[config.mk]
export PLATFORM = sky130hd
export DESIGN_NAME = hazard_ctrl_gen
export DESIGN_NICKNAME = d
export VERILOG_FILES = /design/src/rtl/hazard_ctrl_gen.sv
export SDC_FILE = /design/constraint.sdc
export NUM_CORES = 1
export LEC_CHECK = 0
export ABC_AREA = 1
export CAP_MARGIN = 30
export CORE_UTILIZATION = 50
export CTS_CLUSTER_DIAMETER = 40
export DETAILED_ROUTE_END_ITERATION = 12
export PLACE_DENSITY = 0.77
export SYNTH_ARGS = -nofsm -noshare
export SYNTH_HDL_FRONTEND = slang
export SYNTH_SLANG_ARGS = --single-unit
[constraint.sdc]
create_clock -name clk -period 5.26 [get_ports clk]
set_clock_uncertainty 0.1 [all_clocks]
set_input_delay 1.052 -clock clk [delete_from_list [all_inputs] [get_ports clk]]
set_output_delay 1.052 -clock clk [all_outputs]
set_load 0.01 [all_outputs]
[src/rtl/hazard_ctrl_gen.sv]
// hazard_ctrl_gen: pipeline stall/flush control for load-use, redirects and multi-cycle mul/div, with saturating perf counters
module hazard_ctrl_gen #(
  parameter int REG_ADDR_W = 5,
  parameter int MULDIV_LAT = 4,
  parameter int CNT_W      = 32
) (
  input  logic                  clk,
  input  logic                  rst,
  input  logic [REG_ADDR_W-1:0] d_srcA,
  input  logic [REG_ADDR_W-1:0] d_srcB,
  input  logic                  d_useA,
  input  logic                  d_useB,
  input  logic [REG_ADDR_W-1:0] E_dstM,
  input  logic                  E_is_load,
  input  logic                  E_muldiv,
  input  logic                  E_redirect,
  input  logic                  cnt_clr,
  output logic                  F_stall,
  output logic                  D_stall,
  output logic                  D_bubble,
  output logic                  E_stall,
  output logic                  E_bubble,
  output logic                  M_bubble,
  output logic                  muldiv_busy,
  output logic                  muldiv_done,
  output logic [CNT_W-1:0]      cyc_cnt,
  output logic [CNT_W-1:0]      stall_cnt,
  output logic [CNT_W-1:0]      flush_cnt
);
  localparam int CW = MULDIV_LAT > 1 ? $clog2(MULDIV_LAT) : 1;
  localparam logic [CW-1:0] INIT = CW'(MULDIV_LAT > 1 ? MULDIV_LAT - 2 : 0);
  localparam bit LAT1 = MULDIV_LAT == 1;
  typedef enum logic {IDLE, BUSY} state_t;
  state_t state, state_n;
  logic [CW-1:0] cnt, cnt_n;
  logic lu, start, md_hold, hold, redir, lu_stall;
  always_comb begin
    lu = E_is_load && E_dstM != '0 &&
         ((d_useA && d_srcA == E_dstM) || (d_useB && d_srcB == E_dstM));
    start = state == IDLE && E_muldiv && !LAT1;
    md_hold = start || (state == BUSY && cnt != '0);
    state_n = start ? BUSY : (state == BUSY && cnt == '0) ? IDLE : state;
    cnt_n = start ? INIT : (state == BUSY && cnt != '0) ? cnt - CW'(1) : cnt;
    hold = !rst && md_hold;
    redir = !rst && !md_hold && E_redirect;
    lu_stall = !rst && !md_hold && !E_redirect && lu;
    F_stall = hold || lu_stall;
    D_stall = hold || lu_stall;
    D_bubble = redir;
    E_stall = hold;
    E_bubble = redir || lu_stall;
    M_bubble = hold;
    muldiv_busy = state == BUSY;
    muldiv_done = !rst && ((state == BUSY && cnt == '0) || (state == IDLE && E_muldiv && LAT1));
  end
  always_ff @(posedge clk) begin
    if (rst) begin
      state <= IDLE;
      cnt <= '0;
    end else begin
      state <= state_n;
      cnt <= cnt_n;
    end
    if (rst || cnt_clr) begin
      cyc_cnt <= '0;
      stall_cnt <= '0;
      flush_cnt <= '0;
    end else begin
      cyc_cnt <= cyc_cnt + CNT_W'(cyc_cnt != '1);
      stall_cnt <= stall_cnt + CNT_W'(F_stall && stall_cnt != '1);
      flush_cnt <= flush_cnt + CNT_W'(redir && flush_cnt != '1);
    end
  end
endmodule

==> qor.yml <==
synth:
  yosys_warnings: 0
  synthCells: 876
  synthesis.nets: 906
  postSynthAreaPerCell_um2: 6.38
  ys_types: 32
  ys_ff_latch: 99
  ys_seq_area_share_pct: 35.4
  synthesis.area_um2: 5590
power:
  power_density_nw_per_um2: 181
  power.total_mw: 1.29
  leakagePower_nw: 2.34
  ir_drop_mv: 0.152
detailed_routing:
  post-route-drc-count: 0
  drt_wl_total_um: 14800
  ant_nets: 0
  wire_per_inst_um: 12.9
  routed_via_density: 5.11
  num_vias: 5861
  drt_first_iter_violations: 345
  first_pass_iters: 8
worst_setup_path:
  rrSetupSlack_ps: 2480
  crit_fanout: 3
  critical_path_arrival_ps: 2710
  max_stage_delay_ps: 530
  r2r_start: "cnt[0]"
  critPathLaunchType: "input pin"
  worstSetupPathType: "in -> out"
  crit_family: "buffers and inverters"
  worst-path-buf-inv: 3
  required_ps: 4110
  end_kind: "output port"
  crit_path_top_delay_cell: "clkdlybuf4s50_1"
  crit_chain: "clkdlybuf4s50_1 -> inv_1 -> nand2_1 -> nand2_1 -> nor2_1 -> nand3_1 -> nand2_1 -> nand2_1 -> nand2_1 -> clkdlybuf4s50_1"
  cp-startpoint: "E_dstM[3]"
  path_common_cell: "nand2_1"
timing:
  fin_tns_setup_ps: 0
  fmax_mhz: 259
  hold_viol: 0
  rsz0062_at_grt: "false"
  relSlewSlack_pct: 35.2
  finalCritPeriodShare_pct: 73.5
  period_minus_slack_ps: 3870
  slew_violations: 0
  tightest_slew_ps: 971
  setup_viol: 0
floorplan:
  row_count: 38
  die_area_um2: 11600
  die_h_um: 108
  die_x_um: 108
  io_pins: 127
  start_util_pct: 51.4
  core_um2: 10900
grt:
  grt_pass1_wl_um: 24300
  grt_max_degree: 53
  grt_use_total_pct: 26.7
  grt_pass1_vias: 5118
  antenna_found_initial: 0
  grt.overflow.total: 0
clocking:
  post_cts_buffers: 0
  cts_inserted_buffers: 9
  clockBufferDepth: 2
  cts_tree: "built"
  root_buffer: "clkbuf_8"
  cts.clk_slew.worst_paths_ps: 90
  cts_resized: 0
  cts_htree_levels: 3
  ctsHoldBuffers: 0
  insertion_delay_ps: 380
  cts_sinks: 99
placement:
  hpwlAfterDp_um: 11400
  place_area_um2: 6990
  gp_congestion: 0.943
  portBuffers: 126
cells_and_area:
  area_growth_pct: 28.0
  fin_nets: 1033
  finalInstanceArea_um2: 7160
  fill_cells: 1011
  antennaDiodeCount: 0
  drive_gt1_share_pct: 5.75
worst_hold_path:
  min_from: "cnt[1]"
  hold_class: "reg -> reg"
run:
  drv_cap: 0
status:
  status: "complete, no violations"
[logic make-up (layout without fill, tap and decap cells)]
family                   count (synthesis)  in the layout  share of synthesized area (%)
AO/OA/AOI/OAI                           93             93                           8.75
XOR/XNOR                                18             18                           2.82
adder cells (fa/ha/maj)                  7              7                           1.57
buffers and inverters                   96            228                           6.64
flip-flops                              99             99                           35.4
AND/OR/NAND/NOR                        563            563                           44.8
[cell type report]
class | instances | area [um2] | area share [%]
Inverter | 84 | 315 | 4.40
Multi-Input combinational cell | 681 | 3240 | 45.2
Sequential cell | 99 | 1980 | 27.7
Timing Repair Buffer | 128 | 1280 | 17.8
Clock inverter | 2 | 10.0 | 0.140
Clock buffer | 14 | 163 | 2.27
Tap cell | 140 | 175 | 2.45
[through the flow]
| stage | hold slack [ps] | utilization, % | worst slack, ps | std cells |
|---|---|---|---|---|
| 5_1_grt | 421 | 65.8 | 1260 | 1148 |
| 3_5_place_dp | 374 | 64.2 | 1390 | 1132 |
| 3_3_place_gp | 375 | 64.2 | 1420 | 1132 |
| 4_1_cts | 398 | 65.8 | 1380 | 1148 |
| 6_report | 391 | 65.8 | 1390 | 1148 |
| 2_1_floorplan | 350 | - | 2240 | 876 |
[path summary, 6_finish.rpt]
path / cells after the start / end
worst max register to register: 21 / stall_cnt[18]
worst max-delay path: 10 / F_stall
worst min register to register: 2 / cnt[1]
worst min-delay path: 2 / cnt[1]
[where the power goes]
group / total [mW] / switching [mW] / internal, mW
logic: 0.0788 / 0.0414 / 0.0374
registers: 0.754 / 0.00232 / 0.752
clock network: 0.460 / 0.262 / 0.198
[layout by cell type (no fill, tap or decap), drive strengths merged]
cell type and n:
a211oi 1, a21oi 66, a31oi 1, and3 2, buf 2, clkbuf 14
clkdlybuf4s50 126, clkinv 2, dfxtp 99, ha 7, inv 84, nand2 282
nand3 28, nand3b 29, nand4 9, nor2 198, nor3 11, nor3b 2
o21a 8, o21ai 17, or2 2, xnor2 6, xor2 12
[state kept, by name, summed over array words and instances (netlist names)]
register and count:
muldiv_busy 1, flush_cnt 32, stall_cnt 32, cnt 2
cyc_cnt 32
[cells in the mapped netlist (all sizes together)]
master	instances	share of area (%)
nor3	11	1.1
and3	2	0.25
nand3	28	2.9
nand2	282	20
o21ai	17	1.5
buf	7	0.67
xnor2	6	0.94
a31oi	1	0.11
inv	84	5.6
a21oi	66	5.9
dfxtp	99	35
o21a	8	1.1
ha	7	1.6
or2	2	0.22
nor2	198	16
a211oi	1	0.13
nand4	9	1.0
nor3b	2	0.27
nand3b	29	3.9
clkbuf	5	0.34
xor2	12	1.9
[worst reg2reg max path, cell delays in order (launching register included)]
cell and delay (ps):
dfxtp_1 330, inv_1 60, ha_1 140, inv_1 40, nand2_1 90, nand2_1 80
nor2_1 120, nand3_1 80, nor2_1 90, nand2_1 100, a21oi_1 140, ha_1 230
ha_1 240, inv_1 130, nor2_8 220, nand2_4 110, nor2_4 140, inv_2 50
nor2_2 80, nand2_1 50, nand2_1 50, nor2_1 40
[layer usage]
| layer | up-vias | global-route usage (%) | routed length (um) |
|---|---|---|---|
| li1 | 3014 | - | - |
| met1 | 2655 | 35.8 | 6990 |
| met2 | 165 | 42.2 | 6680 |
| met3 | 27 | 3.93 | 757 |
| met4 | 0 | 11.7 | 346 |
| met5 | - | 0 | 0 |
(Power assumes the default switching activity.)
==> RTL edit 1 (same settings) <==
Register the input `E_muldiv` before use, without a reset. The logic sees it one clock later. The other inputs are not delayed to match.
--- a/src/rtl/hazard_ctrl_gen.sv
+++ b/src/rtl/hazard_ctrl_gen.sv
@@ -33,2 +33,9 @@
   typedef enum logic {IDLE, BUSY} state_t;
+
+  logic E_muldiv_q;
+
+  always_ff @(posedge clk) begin
+    E_muldiv_q <= E_muldiv;
+  end
+
   state_t state, state_n;
@@ -39,3 +46,3 @@
          ((d_useA && d_srcA == E_dstM) || (d_useB && d_srcB == E_dstM));
-    start = state == IDLE && E_muldiv && !LAT1;
+    start = state == IDLE && E_muldiv_q && !LAT1;
     md_hold = start || (state == BUSY && cnt != '0);
@@ -53,3 +60,3 @@
     muldiv_busy = state == BUSY;
-    muldiv_done = !rst && ((state == BUSY && cnt == '0) || (state == IDLE && E_muldiv && LAT1));
+    muldiv_done = !rst && ((state == BUSY && cnt == '0) || (state == IDLE && E_muldiv_q && LAT1));
   end
Formal check against the unedited RTL: not equivalent (Yosys sat finds a counterexample within 4 cycles, from zero or initial values and one cycle with rst high).
==> RTL edit 1 against the original RTL <==
- routed wire length grew 0.95%
- setup slack gained 0.0085 ns
- hold slack lost 0.00064 ns
- first-iteration DRC count shrank 6.1%
- sequential share of layout area grew 0.13 points
- register-to-register slack lost 0.06 ns
- synthesized cell count grew 0.11%
- via count shrank 0.38%
- synthesized area grew 0.36%
- power grew 3.5%
- sequential cell count grew 1
- final area grew 0.54%
- clock power grew 8.3%
- critical endpoint unchanged
==> RTL edit 1: results (changes against the original RTL) <==
status - finished clean
Reg2Reg Setup Slack - 2.42 ns (-0.06 ns)
Layout area overhead - 28.3%
Pleak - 2.35 nW (+0.68%)
top cells by area, synth - dfxtp_1 (36%), nand2_1 (18%), nor2_1 (12%), a21oi_1 (5.9%), inv_1 (5.3%)
Min-Delay Startpoint - stall_cnt[25]
NumNets Final - 1,035 (+0.19%)
VDD IR max - 0.202 mV (+33%)
clk tree area frac - 2.55% (+0.14 points)
Worst Hold Endpoint - stall_cnt[25]
multi-input logic portion of the cell area - 45.0% (-0.24 points)
fillcell total - 1,026 (+1.5%)
Synth Area in Compound Gates - 8.72% (-0.031 points)
fmax - 259 MHz (+0.22%)
layout cells sized above 1 - 5.75% (about the same)
Final HPWL DP - 11,600 microns (+2.1%)
metal2 WL - 6890 microns (+3.0%)
Non-CTS buffers - 129 (+0.78%)
Pre-antenna DRT Iters - 5 (-3)
Avg Inst Size Synth - 6.40 sq um (+0.24%)
NonClk Buf Share - 17.8% (about the same)
Total GRT Usage - 26.6% (-0.053 points)
CTS Sinks - 100 (+1.0%)
Crit Reg-Reg Endpoint - flush_cnt[24]
placed cell areas - 0.00702 sq mm (+0.39%)
Mapped Nets - 907 (+0.11%)
Post-Synthesis Cells - 877 (+0.11%)
Critical Path Source - E_dstM[4]
RTL edit 1: cell count changes after synthesis:
| cell | unedited run | this run |
|---|---|---|
| dfxtp_1 | 99 | 100 |
RTL edit 1: power by group:
group,internal (mW),total (mW),switching (mW)
Sequential,0.760,0.762,0.00230
Clock,0.231,0.498,0.268
Combinational,0.0371,0.0778,0.0407
RTL edit 1: metrics by stage:
stage          instances  setup WS [ns]  hold slack, ns
6_report            1149           1.40           0.390
5_1_grt             1149           1.21           0.416
4_1_cts             1149           1.38           0.394
3_5_place_dp        1134           1.38           0.380
3_3_place_gp        1134           1.42           0.377
2_1_floorplan        877           2.32           0.350
RTL edit 1: routing by layer:
layer	vias to the layer above	track usage (%)
met2	180	43.9
met4	0	8.81
li1	3017	-
met3	24	6.69
met1	2618	33.8
met5	-	0
RTL edit 1: logic make-up after synthesis:
family | after synthesis
buffers and inverters | 96
AO/OA/AOI/OAI | 93
XOR/XNOR | 18
AND/OR/NAND/NOR | 563
adder cells (fa/ha/maj) | 7
flip-flops | 100
==> RTL edit 2 (same flow settings) <==
Without the edit above. Set the parameter `CNT_W` to 28 (it was 32).
--- a/src/rtl/hazard_ctrl_gen.sv
+++ b/src/rtl/hazard_ctrl_gen.sv
@@ -4,3 +4,3 @@
   parameter int MULDIV_LAT = 4,
-  parameter int CNT_W      = 32
+  parameter int CNT_W      = 28
 ) (
Interface: changed (resized cyc_cnt, flush_cnt and stall_cnt); port bits go from 127 to 115. The function was not compared with the original's and may differ.
==> RTL edit 2 against the original RTL <==
- power grew 0.80%
- cell count shrank 11%
- synthesized cell count shrank 12%
- die area shrank 12%
- sequential cell count shrank 12
- highest routed layer unchanged
- largest power group unchanged
- count of clock-buffer cells in the layout shrank 1
- routed wire length shrank 13%
- maximum frequency shrank 1.2%
- final area shrank 11%
- synthesized area shrank 13%
- setup slack lost 0.048 ns
- sequential share of layout area shrank 0.49 points
==> RTL edit 2: results (changes against the original RTL) <==
Crit Reg-Reg Endpoint - stall_cnt[26]
slowest stage delay, CP - 0.55 ns (+0.02 ns)
register area share after synthesis - 35.7% (+0.22 points)
status - finished clean
worst hold path stage count - 1 (-1)
Reg2Reg Setup Slack - 2.41 ns (-0.07 ns)
Pleak - 2.21 nW (-5.6%)
first-pass GRT wire length - 21,700 microns (-11%)
dpl ws - 1.36 ns (-0.0272 ns)
worst r2r src - cnt[0]
CP arrival - 2.76 ns (+0.05 ns)
Post-Synthesis Cells - 774 (-12%)
Mapped Nets - 804 (-11%)
Sw Ratio - 21.0% (-2.7 points)
Total GRT Usage - 26.5% (-0.17 points)
Final HPWL DP - 9870 microns (-13%)
total power - 1.30 mW (+0.80%)
Buffers on Ports - 114 (-9.5%)
NumNets Final - 921 (-11%)
VDD IR max - 0.151 mV (-0.71%)
Sequential Power Share - 50.9% (-7.4 points)
fillcell total - 868 (-14%)
Largest regs - cyc_cnt x28, flush_cnt x28, stall_cnt x28
top cells by area, synth - dfxtp_1 (36%), nand2_1 (18%), nor2_1 (13%), inv_1 (6.3%), a21oi_1 (4.7%)
Worst-Skew Late Latency - 0.35 ns (-0.03 ns)
DR iter-0 viols - 170 (-51%)
Synth cell types - 33 (+3.1%)
Synth top cells by count - nand2_1 (233), nor2_1 (167), dfxtp_1 (87)
RePlAce Congestion - 0.962 (+2.0%)
Clk. pwr - 559 uW (+22%)
Worst-Margin Slew - 0.512 ns (-0.459 ns)
largest net degree at the start of global routing - 35 (-34%)
RTL edit 2: how the worst max path moves through the flow:
stage | from | depth (start not counted) | to | slack, ns
global placement | E_muldiv | 9 | F_stall | 1.43
finish | E_dstM[4] | 10 | D_stall | 1.35
CTS | E_dstM[1] | 10 | D_stall | 1.35
floorplan | E_muldiv | 18 | stall_cnt[22] | 2.23
detailed placement | E_dstM[4] | 10 | D_stall | 1.36
global route | E_muldiv | 9 | D_stall | 1.19
RTL edit 2: cell type report:
class                      instances  area, sq um  area share, %
sequential                        87         1740           27.2
multi-input combinational        592         2780           43.3
clock buffer                      13          149           2.32
tap                              129          161           2.52
clock inverter                     3         90.1           1.41
inverter                          85          319           4.98
timing repair buffer             116         1170           18.2
RTL edit 2: cells by family after synthesis:
group	synth area share, %
buffers and inverters	7.51
adders and majority gates	1.79
AOI/OAI and AO/OA	8.56
xor gates and xnor gates	2.69
DFF	35.7
and+or+nand+nor	43.8
RTL edit 2: layer usage:
metal,vias up,GRT usage (%),share of wire [%]
li1,2662,-,-
met1,2361,34.3,45
met2,168,44.3,47
met3,28,3.54,5.4
met4,0,11.5,1.8
met5,-,0,0
RTL edit 2: stage by stage:
| stage | cells | area [sq um] | hold slack (ns) |
|---|---|---|---|
| 2_1_floorplan | 774 | 4880 | 0.326 |
| 5_1_grt | 1025 | 6410 | 0.373 |
| 6_report | 1025 | 6410 | 0.355 |
| 3_5_place_dp | 1009 | 6170 | 0.339 |
| 3_3_place_gp | 1008 | 6150 | 0.339 |
| 4_1_cts | 1025 | 6410 | 0.359 |
